**config.mk**
```make
export PLATFORM = sky130hd
export DESIGN_NAME = batch_index_sequencer
export DESIGN_NICKNAME = d
export VERILOG_FILES = /design/src/rtl/batch_seq_pkg.sv /design/src/rtl/batch_index_sequencer_scan.sv /design/src/rtl/batch_index_sequencer.sv
export SDC_FILE = /design/constraint.sdc
export NUM_CORES = 1
export LEC_CHECK = 0
export ABC_CLOCK_PERIOD_IN_PS = 19500
export BUFFER_PORTS_ARGS = -buffer_cell sky130_fd_sc_hd__buf_2
export CORE_MARGIN = 5
export CORE_UTILIZATION = 50
export DETAILED_ROUTE_END_ITERATION = 16
export PLACE_DENSITY = 0.76
export SLEW_MARGIN = 10
export SYNTH_ARGS = -nofsm -noshare
export SYNTH_HDL_FRONTEND = slang
export SYNTH_SLANG_ARGS = --single-unit
```
**constraint.sdc**
```tcl
create_clock -name clk -period 19.5 [get_ports clk]
set_input_delay 2.925 -clock clk [delete_from_list [all_inputs] [get_ports clk]]
set_output_delay 2.925 -clock clk [all_outputs]
set_load 0.01 [all_outputs]
```
**src/rtl/batch_seq_pkg.sv**
```systemverilog
// Shared types and helpers for the batch index sequencer.
package batch_seq_pkg;

   localparam int SIZE_DEFAULT  = 64;
   localparam int CNT_W_DEFAULT = 16;
   // Widest bitmap the popcount helper handles; callers zero-extend into it.
   localparam int POP_MAX       = 1024;

   typedef enum logic {
      ST_EMPTY = 1'b0,
      ST_SCAN  = 1'b1
   } state_t;

   // Number of set bits in a zero-extended bitmap.
   function automatic int unsigned popcount(input logic [POP_MAX-1:0] vec);
      int unsigned n;
      n = 0;
      for (int i = 0; i < POP_MAX; i++) begin
         n = n + 32'(vec[i]);
      end
      return n;
   endfunction

endpackage

```
**src/rtl/batch_index_sequencer_scan.sv**
```systemverilog
// Lowest-set-bit finder: index of the least significant 1 and an any-set flag.
module bit_scan_lsb
   import batch_seq_pkg::*;
#(
   parameter int SIZE     = SIZE_DEFAULT,
   parameter int LOG_SIZE = $clog2(SIZE)
) (
   input  logic [SIZE-1:0]     vec,
   output logic [LOG_SIZE-1:0] idx,
   output logic                any
);

   // Scan from the top down so the lowest set bit is the last one written.
   always_comb begin
      idx = '0;
      any = |vec;
      for (int i = SIZE - 1; i >= 0; i--) begin
         if (vec[i]) idx = LOG_SIZE'(i);
      end
   end

endmodule

```
**src/rtl/batch_index_sequencer.sv**
```systemverilog
// Turns a request bitmap into a stream of set-bit indices, lowest first,
// and asks upstream for the next bitmap once the held one is exhausted.
//
//   state    | meaning
//   ---------+-----------------------------------------------------------
//   ST_EMPTY | bitmap_q == 0, waiting for a batch (batch_ready = 1)
//   ST_SCAN  | bitmap_q != 0, presenting the lowest set bit on idx
module batch_index_sequencer
   import batch_seq_pkg::*;
#(
   parameter int SIZE     = SIZE_DEFAULT,
   parameter int LOG_SIZE = $clog2(SIZE),
   parameter int CNT_W    = CNT_W_DEFAULT
) (
   input  logic                clk,
   input  logic                rst_n,
   input  logic                flush,
   input  logic                batch_valid,
   output logic                batch_ready,
   input  logic [SIZE-1:0]     batch_data,
   output logic                batch_req,
   output logic                idx_valid,
   input  logic                idx_ready,
   output logic [LOG_SIZE-1:0] idx,
   output logic                idx_last,
   output logic [LOG_SIZE:0]   remaining,
   output logic                empty_batch,
   output logic [CNT_W-1:0]    batches_done
);

   state_t           state_q;
   logic [SIZE-1:0]  bitmap_q;
   logic             batch_req_q;
   logic             empty_batch_q;
   logic [CNT_W-1:0] batches_done_q;
   // Set by reset so the first cycle after release issues a batch request.
   logic             init_q;

   logic             any_set;
   logic [POP_MAX-1:0] bitmap_pad;
   logic             pop;
   logic             accept;
   logic [SIZE-1:0]  bitmap_cleared;

   bit_scan_lsb #(.SIZE(SIZE), .LOG_SIZE(LOG_SIZE)) u_scan (
      .vec (bitmap_q),
      .idx (idx),
      .any (any_set)
   );

   // Outputs derived from registers only; idx_ready reaches batch_ready to allow back-to-back batches.
   always_comb begin
      bitmap_pad             = '0;
      bitmap_pad[SIZE-1:0]   = bitmap_q;
      remaining              = (LOG_SIZE + 1)'(popcount(bitmap_pad));
      idx_last               = (remaining == (LOG_SIZE + 1)'(1));
      idx_valid              = (state_q == ST_SCAN);
      pop                    = idx_valid & idx_ready & any_set & ~flush;
      batch_ready            = ~flush & ((state_q == ST_EMPTY) |
                                         ((state_q == ST_SCAN) & idx_ready & idx_last));
      accept                 = batch_valid & batch_ready;
      bitmap_cleared         = bitmap_q & ~(SIZE'(1) << idx);
      batch_req              = batch_req_q;
      empty_batch            = empty_batch_q;
      batches_done           = batches_done_q;
   end

   // Sequencer FSM: load, pop, flush and completion counting.
   always_ff @(posedge clk) begin
      if (!rst_n) begin
         state_q        <= ST_EMPTY;
         bitmap_q       <= '0;
         batch_req_q    <= 1'b0;
         empty_batch_q  <= 1'b0;
         batches_done_q <= '0;
         init_q         <= 1'b1;
      end else begin
         batch_req_q   <= 1'b0;
         empty_batch_q <= 1'b0;
         init_q        <= 1'b0;
         if (flush) begin
            state_q     <= ST_EMPTY;
            bitmap_q    <= '0;
            batch_req_q <= 1'b1;
         end else begin
            if (init_q) batch_req_q <= 1'b1;
            if (pop && idx_last) batches_done_q <= batches_done_q + CNT_W'(1);
            if (accept) begin
               bitmap_q <= batch_data;
               if (batch_data == '0) begin
                  state_q       <= ST_EMPTY;
                  empty_batch_q <= 1'b1;
                  batch_req_q   <= 1'b1;
               end else begin
                  state_q <= ST_SCAN;
               end
            end else if (pop) begin
               bitmap_q <= bitmap_cleared;
               if (idx_last) begin
                  state_q     <= ST_EMPTY;
                  batch_req_q <= 1'b1;
               end
            end
         end
      end
   end

endmodule

```
==> results of run 1 <==
[cells by family after synthesis]
kind of cell / count (synthesis) / synth area share [%]
AND/OR/NAND/NOR: 283 / 24.3
AO/OA/AOI/OAI: 169 / 20.2
buffers and inverters: 132 / 7.88
flip-flops: 84 / 25.5
adder cells (fa/ha/maj): 71 / 19.6
XOR/XNOR: 12 / 1.59
multiplexers: 6 / 0.929
[stage by stage]
stage	utilization (%)	hold slack (ns)	cell area, um2
2_1_floorplan	-	0.427	6600
3_3_place_gp	55.5	0.445	7260
3_5_place_dp	55.5	0.451	7260
4_1_cts	57.8	0.476	7570
5_1_grt	57.8	0.500	7570
6_report	57.8	0.469	7570
[worst max-delay path, cell delays in order, from the launching register on]
cell	delay [ns]
sky130_fd_sc_hd__dfxtp_1	0.41
sky130_fd_sc_hd__inv_1	0.10
sky130_fd_sc_hd__fa_1	0.53
sky130_fd_sc_hd__fa_1	0.53
sky130_fd_sc_hd__inv_1	0.06
sky130_fd_sc_hd__fa_1	0.48
sky130_fd_sc_hd__inv_1	0.05
sky130_fd_sc_hd__fa_1	0.50
sky130_fd_sc_hd__inv_1	0.05
sky130_fd_sc_hd__fa_1	0.48
sky130_fd_sc_hd__inv_1	0.06
sky130_fd_sc_hd__fa_1	0.56
sky130_fd_sc_hd__fa_1	0.45
sky130_fd_sc_hd__fa_1	0.45
sky130_fd_sc_hd__inv_1	0.07
sky130_fd_sc_hd__ha_1	0.18
sky130_fd_sc_hd__inv_1	0.07
sky130_fd_sc_hd__fa_1	0.45
sky130_fd_sc_hd__xnor2_1	0.15
sky130_fd_sc_hd__or4b_2	0.70
sky130_fd_sc_hd__nor4_1	0.20
sky130_fd_sc_hd__buf_4	0.23
sky130_fd_sc_hd__nand2_1	0.07
sky130_fd_sc_hd__a21oi_1	0.13
sky130_fd_sc_hd__buf_2	0.14
[cell usage in the layout, fill, tap and decap left out, types with 17 or more instances in the layout]
cell / synthesis / final
sky130_fd_sc_hd__nand2_1: 31 / 31
sky130_fd_sc_hd__nor2_1: 51 / 50
sky130_fd_sc_hd__nand3_1: 36 / 36
sky130_fd_sc_hd__nand4_1: 17 / 17
sky130_fd_sc_hd__ha_1: 17 / 17
sky130_fd_sc_hd__nand3b_1: 19 / 19
sky130_fd_sc_hd__dfxtp_1: 84 / 84
sky130_fd_sc_hd__o21ai_0: 18 / 18
sky130_fd_sc_hd__inv_1: 99 / 99
sky130_fd_sc_hd__buf_2: 8 / 102
sky130_fd_sc_hd__a32o_1: 41 / 41
sky130_fd_sc_hd__nor4_1: 37 / 37
sky130_fd_sc_hd__fa_1: 54 / 54
sky130_fd_sc_hd__a21oi_1: 27 / 27
[area by class of cell]
| type | count | area, um2 |
|---|---|---|
| clock buffer | 9 | 225 |
| multi-input combinational | 541 | 4410 |
| fill | 1208 | 5520 |
| inverter | 100 | 375 |
| clock inverter | 7 | 80.1 |
| sequential | 84 | 1680 |
| tap | 176 | 220 |
| timing repair buffer | 110 | 571 |
[sequential cells by signal (all words and copies together) (netlist names)]
register	cells
batches_done	16
batch_req	1
bitmap_q	64
init_q	1
empty_batch	1
idx_valid	1
[how the worst max path moves through the flow]
| stage | from | endpoint | slack, ns | cells past startpoint |
|---|---|---|---|---|
| 4_1_cts | bitmap_q[59] | batch_ready | 9.09 | 24 |
| 6_report | bitmap_q[59] | batch_ready | 9.11 | 24 |
| 2_1_floorplan | bitmap_q[23] | batch_ready | 9.62 | 22 |
| 5_1_grt | bitmap_q[59] | batch_ready | 8.75 | 24 |
| 3_3_place_gp | bitmap_q[59] | batch_ready | 9.66 | 24 |
| 3_5_place_dp | bitmap_q[59] | batch_ready | 9.51 | 24 |
[routing by layer]
layer	wire, um	up-vias	part of all wire (%)
met4	822	0	3.6
met5	0	-	0
met2	10300	402	45
li1	-	2995	-
met1	9290	3143	41
met3	2510	62	11
==> summary.md, run 1 <==
| Metric | Value |
|---|---|
| Number of placement rows | `42` |
| Initial standard-cell utilization of the core | `50.4%` |
| Run status | `finished, final reports clean` |
| Floorplan die height | `125 um` |
| Worst Reg2Reg Path Length in Cells | `24` |
| Min-delay src | `init_q` |
| Skew-Pair Late Insertion Delay | `0.35 ns` |
| Final WL | `22.9 mm` |
| Average via count per standard cell | `6.43` |
| Maximum clock insertion buffer count | `2` |
| Met3 track utilization from global routing | `7.20%` |
| Actual slew at the worst max-slew pin | `1.10 ns` |
| Biggest area contributors in the synthesized netlist | `sky130_fd_sc_hd__dfxtp_1, sky130_fd_sc_hd__fa_1, sky130_fd_sc_hd__a32o_1` |
| TritonCTS sink count | `84` |
| Count of final hold-check violations | `0` |
| Worst hold path endpoint | `batch_req` |
| Dominant cell by count in the synthesized netlist | `sky130_fd_sc_hd__inv_1` |
| Post-cts hold buffer count | `0` |
| Ratio of cells with drive above 1 in the final layout | `16.6%` |
| Cell type with the largest total area after synthesis | `sky130_fd_sc_hd__dfxtp_1` |
| Worst hold path type | `reg -> reg` |
| Overall global routing resource usage | `29.1%` |
| Setup bufs post-CTS | `0` |
| N_diodes | `0` |
| Met1 Usage GRT | `roughly two fifths` |
| Global-route wire length before repair | `35.8 mm` |
| Number of nets still failing antenna checks after routing | `0` |
| Primary FF master, synth | `sky130_fd_sc_hd__dfxtp_1` |
| Clock-pin slew on the worst setup and hold paths | `0.07 ns` |
| Die boundary width | `125 um` |
| Portion of the clock cycle consumed by the worst path in the final layout | `53.3%` |
| Total grt overflow | `0` |
| FMAX | `96.2 MHz` |
| Post-synthesis cell area | `0.00660 mm2` |
| Average wire per standard cell | `around 22 um` |
| Critical Path AT | `7.47 ns` |
| H-tree depth | `3` |
| Headroom to the max-slew limit | `between 20% and 30%` |
| Total placed cells including tap cells | `approximately 1000` |
| Synthesized flop and latch total | `84` |
| Vias after detailed routing | `6602` |
| Commonest cells post-synth | `sky130_fd_sc_hd__inv_1, sky130_fd_sc_hd__dfxtp_1, sky130_fd_sc_hd__fa_1` |
| Startpoint Class | `flip-flop` |
| Worst Setup End Kind | `output port` |
| DRC violation count after routing | `0` |
| Final-layout setup total negative slack | `0 ns` |
| Worst R2R Setup Slack | `11.00 ns` |
| Number of pins with negative max-slew slack in the final report | `0` |
| Highest net fanout along the worst path | `11` |
| Total nets after synthesis | `897` |
| Final worst-path setup slack | `~9.1 ns` |
| Global routing usage on met2 | `between 40% and 50%` |
| DRC marker count from the first detailed-route iteration | `689` |
| Area enclosed by the die boundary | `0.0156 mm2` |
| Top cell type's share of synthesized area | `25.5%` |
| Layout net count | `around 990` |
| Number of antenna violations at the first check in global routing | `0` |
| Final period demand of the worst path | `approximately 10 ns` |
| Clock skew after layout | `0.00918 ns` |
| Inserted Clock Buffers | `9` |
| Worst flop-to-flop path startpoint | `bitmap_q[59]` |
| Area Growth Syn to Fin | `14.6%` |
| YS warnings | `0` |
| CORE AREA | `0.0131 mm2` |
| Via count of the first global-routing pass | `6412` |
| Final setup viols | `0` |
| HPWL Detailed | `18.0 mm` |
| Fraction of the yosys area taken by sequential cells | `25.5%` |
| Post-Place Setup Slack | `9.51 ns` |
| Number of I/O pins | `between 100 and 150` |
| Post-cts gate resize count | `0` |
| Share of async-settable or async-resettable flops after synthesis | `0%` |
| Number of enable flip-flop cells after synthesis | `0` |
| Required time at the worst-slack endpoint | `~17 ns` |
| Post-route non-filler standard cell count | `1027` |
| WHS Path Cells | `1` |
| Worst reg2reg endpoint | `bitmap_q[47]` |
| Length of the first detailed-routing pass in iterations | `7` |
| Busiest metal layer after global routing | `met2` |
| Input/output buffers | `102` |
| CTS tree | `yes` |
| Post-synthesis cell type count | `67` |
| Average cell area after synthesis | `8.72 um2` |
| Largest net degree at the start of global routing | `34` |
| Number of maximum-capacitance violations | `0` |
| Worst Path Class, Setup | `reg -> out` |
| Mapped Cells | `757` |
| Setup repair after global routing missed its margin | `no` |
| Clock root buffer | `sky130_fd_sc_hd__clkbuf_16` |
| Final weighted congestion of routability-driven global placement | `1.02` |
Power of run 1 is not shown: default switching activity piles up to over one toggle a cycle in this logic, so the estimate is an artifact.
==> run 2: changes to the inputs <==
Settings changed: ABC_CLOCK_PERIOD_IN_PS 19500 to 9930.
Clock period 19.5 ns to 9.93 ns, I/O delays scaled along.
==> run 2 against run 1 <==
Global-route usage down 0.81 points. Utilization is 0.11 points lower. Routed wire length shrank 0.81%. Cell count about the same. Critical endpoint unchanged.
==> summary.md, run 2 (synthesized netlist as in run 1, its figures left out) <==
| Metric | Value |
|---|---|
| Clock-pin slew on the worst setup and hold paths | `0.07 ns` |
| Die boundary width | `125 um` |
| Slowest-stage cell, CP | `sky130_fd_sc_hd__or4b_2` |
| Flip-flop count of the largest register after layout | `64` |
| Worst Reg2Reg Path Length in Cells | `24` |
| Skew-Pair Late Insertion Delay | `0.36 ns` |
| N_diodes | `0` |
| Number of I/O pins | `103` |
| Maximum clock insertion buffer count | `2` |
| Top cell by count, worst path | `sky130_fd_sc_hd__fa_1` |
| Input/output buffers | `102` |
| Total grt overflow | `0` |
| Average via count per standard cell | `6.41` |
| CORE AREA | `approximately 0.013 mm2` |
| CTS tree | `yes` |
| Headroom to the max-slew limit | `18.5%` |
| Biggest cell delay along the critical path | `0.67 ns` |
| Actual slew at the worst max-slew pin | `between 1 and 1.5 ns` |
| Clock root buffer | `sky130_fd_sc_hd__clkbuf_16` |
| TritonCTS sink count | `84` |
| Final WL | `about 23 mm` |
| Critical Path AT | `between 7 and 8 ns` |
| DRC violation count after routing | `0` |
| Critical path buffer and inverter count | `9` |
| Clock skew after layout | `around 0.0098 ns` |
| Length of the first detailed-routing pass in iterations | `5` |
| Critical-path cell list | `inv_1, fa_1, fa_1, inv_1, fa_1, inv_1, fa_1, inv_1, fa_1, inv_1, fa_1, fa_1, fa_1, inv_1, ha_1, inv_1, fa_1, nand2_1, or4b_2, nor4_1, buf_4, nand2_1, a21oi_1, buf_2` |
| H-tree depth | `3` |
| Min-delay src | `init_q` |
| Highest net fanout along the worst path | `11` |
| Ratio of cells with drive above 1 in the final layout | `16.7%` |
| Via count of the first global-routing pass | `6309` |
| Dpl cell area | `0.00727 mm2` |
| Number of maximum-capacitance violations | `0` |
| WHS Path Cells | `1` |
| Worst Setup End Kind | `output port` |
| Worst hold path endpoint | `batch_req` |
| Tightest hold margin | `around 0.46 ns` |
| Number of pins with negative max-slew slack in the final report | `0` |
| Post-route design area | `0.00755 mm2` |
| Count of final hold-check violations | `0` |
| Number of antenna violations at the first check in global routing | `0` |
| Initial standard-cell utilization of the core | `around half` |
| Most used cells in the layout excluding fill and tap cells | `sky130_fd_sc_hd__buf_2, sky130_fd_sc_hd__inv_1, sky130_fd_sc_hd__dfxtp_1` |
| Number of nets still failing antenna checks after routing | `0` |
| Number of placement rows | `42` |
| Worst flop-to-flop path startpoint | `bitmap_q[59]` |
| Startpoint Class | `flip-flop` |
| Setup repair after global routing missed its margin | `no` |
| Area enclosed by the die boundary | `0.0156 mm2` |
| Layout net count | `roughly 990` |
| Top reg by flops | `bitmap_q` |
| Final period demand of the worst path | `around 9 ns` |
| Portion of the clock cycle consumed by the worst path in the final layout | `90.8%` |
| FMAX | `~110 MHz` |
| Setup bufs post-CTS | `0` |
| Final-layout setup total negative slack | `0 ns` |
| Post-cts gate resize count | `0` |
| Post-cts hold buffer count | `0` |
| Vias after detailed routing | `6593` |
| Floorplan die height | `125 um` |
| Worst Path Class, Setup | `reg -> out` |
| Worst reg2reg endpoint | `bitmap_q[34]` |
| Worst hold path type | `reg -> reg` |
| Final weighted congestion of routability-driven global placement | `0.998` |
| Global-route wire length before repair | `about 35 mm` |
| HPWL Detailed | `17.7 mm` |
| Run status | `finished, final reports clean` |
| Area Growth Syn to Fin | `14.4%` |
| Kind of cell with the highest combined delay on the critical path | `adder cells` |
| Most frequent standard cell in the layout excluding fill and tap cells | `sky130_fd_sc_hd__buf_2` |
| Final setup viols | `0` |
| Inserted Clock Buffers | `9` |
| Required time at the worst-slack endpoint | `8.44 ns` |
| DRC marker count from the first detailed-route iteration | `857` |
| Worst R2R Setup Slack | `about 1.5 ns` |
| Overall global routing resource usage | `about 28%` |
| Largest net degree at the start of global routing | `43` |
| Average wire per standard cell | `approximately 22 um` |
run 2: cell types whose count changed in the layout (fill, tap and decap cells not counted), sizes merged:
cell      previous run  this run
inv                103       102
bufinv               1         0
clkinv               2         5
buf                110       111
clkinvlp             1         0
run 2: worst register-to-register path: stages, from the launching register on:
cell and delay (ns):
sky130_fd_sc_hd__dfxtp_1 0.41, sky130_fd_sc_hd__inv_1 0.11, sky130_fd_sc_hd__fa_1 0.52, sky130_fd_sc_hd__fa_1 0.52, sky130_fd_sc_hd__inv_1 0.05, sky130_fd_sc_hd__fa_1 0.47
sky130_fd_sc_hd__inv_1 0.05, sky130_fd_sc_hd__fa_1 0.51, sky130_fd_sc_hd__inv_1 0.05, sky130_fd_sc_hd__fa_1 0.48, sky130_fd_sc_hd__inv_1 0.06, sky130_fd_sc_hd__fa_1 0.58
sky130_fd_sc_hd__fa_1 0.46, sky130_fd_sc_hd__fa_1 0.44, sky130_fd_sc_hd__inv_1 0.07, sky130_fd_sc_hd__ha_1 0.18, sky130_fd_sc_hd__inv_1 0.08, sky130_fd_sc_hd__fa_1 0.57
sky130_fd_sc_hd__nand2_1 0.06, sky130_fd_sc_hd__or4b_2 0.67, sky130_fd_sc_hd__nor4_1 0.59, sky130_fd_sc_hd__nor2_1 0.16, sky130_fd_sc_hd__nor2_2 0.63, sky130_fd_sc_hd__buf_4 0.45
sky130_fd_sc_hd__a32o_1 0.20
run 2: cell type report:
cell class                 instances  area, um2
fill                            1203       5530
multi-input combinational        541       4410
sequential                        84       1680
timing repair buffer             111        578
inverter                         100        375
clock buffer                       9        225
tap                              176        220
clock inverter                     7       58.8
run 2: metrics by stage:
stage / std cells / worst slack, ns / utilization, %
after floorplan: 757 / 1.48 / -
after global placement: 1012 / 1.50 / 55.5
after detailed placement: 1012 / 1.42 / 55.5
after CTS: 1028 / 0.936 / 57.7
after global routing: 1028 / 0.694 / 57.7
final: 1028 / 0.911 / 57.7
run 2: worst max path at each step:
stage / from / to / slack (ns) / cells past startpoint
4_1_cts: bitmap_q[59] / batch_ready / 0.94 / 24
2_1_floorplan: bitmap_q[23] / batch_ready / 1.48 / 22
6_report: bitmap_q[59] / batch_ready / 0.91 / 24
3_5_place_dp: bitmap_q[59] / batch_ready / 1.42 / 24
3_3_place_gp: bitmap_q[59] / batch_ready / 1.50 / 24
5_1_grt: bitmap_q[59] / batch_ready / 0.69 / 24
run 2: metal layers:
layer  wire [um]  global-route usage, %
met5           0                      0
met4         907                   10.7
met3        2540                   6.30
met2        9870                   43.4
met1        9410                   39.3
Power of run 2 is left out for the same reason.
==> run 3: changes to the inputs <==
Settings changed: PLACE_DENSITY 0.76 to not set, PLACE_DENSITY_LB_ADDON set to 0.1.
==> run 3 against run 2 <==
Cell area grew 0.71%. Fmax is essentially flat. Clock skew shrank 0.0044 ns. Flip-flop and latch count is the same. Worst setup slack lost 0.0019 ns. Utilization grew 0.41 points. Cell count is essentially flat. First-iteration DRC count shrank 9.7%. Highest routed layer unchanged. Routed wire length grew 8.9%. Global-route usage grew 3.1 points. Clock-buffer cell count grew 1.
==> summary.md, run 3 (synthesized netlist as in run 1, its figures left out) <==
| Metric | Value |
|---|---|
| Most frequent standard cell in the layout excluding fill and tap cells | `sky130_fd_sc_hd__buf_2` |
| Startpoint Class | `flip-flop` |
| Ratio of cells with drive above 1 in the final layout | `16.6%` |
| Worst Path Class, Setup | `reg -> out` |
| Total grt overflow | `0` |
| Initial standard-cell utilization of the core | `between 50% and 60%` |
| Number of maximum-capacitance violations | `0` |
| Global-route wire length before repair | `around 38 mm` |
| Worst R2R Setup Slack | `1.55 ns` |
| Top reg by flops | `bitmap_q` |
| Layout net count | `987` |
| Worst Setup End Kind | `output port` |
| Headroom to the max-slew limit | `17.9%` |
| CORE AREA | `0.0131 mm2` |
| First element of the critical path | `bitmap_q[59]` |
| Overall global routing resource usage | `31.4%` |
| Input/output buffers | `102` |
| Worst hold path type | `reg -> reg` |
| Critical Path AT | `between 7 and 8 ns` |
| Clock root buffer | `sky130_fd_sc_hd__clkbuf_16` |
| Dpl cell area | `about 0.0073 mm2` |
| Final setup viols | `0` |
| Actual slew at the worst max-slew pin | `1.20 ns` |
| Worst flop-to-flop path startpoint | `bitmap_q[59]` |
| HPWL Detailed | `19.2 mm` |
| DRC violation count after routing | `0` |
| Inserted Clock Buffers | `9` |
| Area enclosed by the die boundary | `0.0156 mm2` |
| Most used cells in the layout excluding fill and tap cells | `sky130_fd_sc_hd__buf_2, sky130_fd_sc_hd__inv_1, sky130_fd_sc_hd__dfxtp_1` |
| Number of nets still failing antenna checks after routing | `0` |
| Portion of the clock cycle consumed by the worst path in the final layout | `90.8%` |
| Tightest hold margin | `0.469 ns` |
| Die boundary width | `roughly 120 um` |
| N_diodes | `0` |
| Count of final hold-check violations | `0` |
| CTS tree | `yes` |
| Highest net fanout along the worst path | `11` |
| Number of I/O pins | `between 100 and 150` |
| Total placed cells including tap cells | `between 1000 and 1500` |
| Multi-input gate area in the final layout | `around 0.0044 mm2` |
| Slowest-stage cell, CP | `sky130_fd_sc_hd__or4b_2` |
| Floorplan die height | `125 um` |
| FMAX | `~110 MHz` |
| Via count of the first global-routing pass | `approximately 6900` |
| Post-cts hold buffer count | `0` |
| Critical-path cell list | `inv_1, fa_1, fa_1, inv_1, fa_1, inv_1, fa_1, inv_1, fa_1, inv_1, fa_1, fa_1, fa_1, inv_1, ha_1, inv_1, fa_1, xnor2_1, or4b_2, nor4_1, buf_4, nand2_1, a21oi_1, buf_2` |
| Number of antenna violations at the first check in global routing | `0` |
| Post-cts gate resize count | `0` |
| Setup bufs post-CTS | `0` |
| Final weighted congestion of routability-driven global placement | `1.11` |
| Top cell by count, worst path | `sky130_fd_sc_hd__fa_1` |
| Fillers | `1221` |
| Min-delay src | `init_q` |
| Flip-flop count of the largest register after layout | `64` |
| Clock skew after layout | `approximately 0.0054 ns` |
| Area Growth Syn to Fin | `15.2%` |
| Skew-Pair Late Insertion Delay | `0.35 ns` |
| Vias after detailed routing | `slightly below 7000` |
| Required time at the worst-slack endpoint | `approximately 8.4 ns` |
| Average via count per standard cell | `6.62` |
| Area occupied by registers | `0.00168 mm2` |
| Largest net degree at the start of global routing | `43` |
| Final period demand of the worst path | `9.02 ns` |
| DRC marker count from the first detailed-route iteration | `between 700 and 800` |
| Length of the first detailed-routing pass in iterations | `6` |
| Number of pins with negative max-slew slack in the final report | `0` |
| Post-route non-filler standard cell count | `approximately 1000` |
| Post-route design area | `0.00761 mm2` |
| Final WL | `24.7 mm` |
| TritonCTS sink count | `84` |
| Final-layout setup total negative slack | `0 ns` |
| Maximum clock insertion buffer count | `2` |
| Setup repair after global routing missed its margin | `no` |
| Run status | `finished, final reports clean` |
| Number of placement rows | `42` |
| H-tree depth | `3` |
| Biggest cell delay along the critical path | `0.69 ns` |
| Average wire per standard cell | `between 20 and 25 um` |
| Clock-pin slew on the worst setup and hold paths | `0.07 ns` |
## run 3: cell count changes in the layout (fill, tap and decap cells not counted), sizes merged
cell	previous run	this run
clkbuf	9	10
clkinv	5	4
inv	102	99
bufinv	0	2
## run 3: stage by stage
step           setup slack (ns)  utilization (%)
2_1_floorplan              1.48                -
5_1_grt                   0.625             58.1
4_1_cts                   0.923             58.1
3_3_place_gp               1.49             55.6
3_5_place_dp               1.35             55.6
6_report                  0.909             58.1
## run 3: worst paths after layout
path,endpoint,depth (start not counted)
hold / removal,batch_req,1
hold reg to reg,batch_req,1
setup reg to reg,bitmap_q[55],25
setup / recovery,batch_ready,24
## run 3: critical path, delay by kind of cell (launching register included)
| kind | cells | cell delay, ns |
|---|---|---|
| fa+ha+maj | 10 | 4.62 |
| simple gates | 3 | 1.00 |
| buf+inv | 9 | 0.86 |
| flops | 1 | 0.42 |
| xor+xnor | 1 | 0.15 |
| compound gates | 1 | 0.13 |
## run 3: cell type report
class | count | area share [%]
inverter | 100 | 4.94
clock inverter | 5 | 1.14
multi-input combinational | 541 | 58.0
sequential | 84 | 22.1
timing repair buffer | 111 | 7.76
clock buffer | 10 | 3.14
tap | 176 | 2.90
## run 3: per-layer routing
metal	up-vias	share of wire, %	global-route usage [%]
met5	-	0	0
met4	0	5.7	16.6
met3	97	9.5	6.17
met2	424	46	50.9
met1	3288	39	39.8
li1	2993	-	-
Power of run 3 is left out for the same reason.
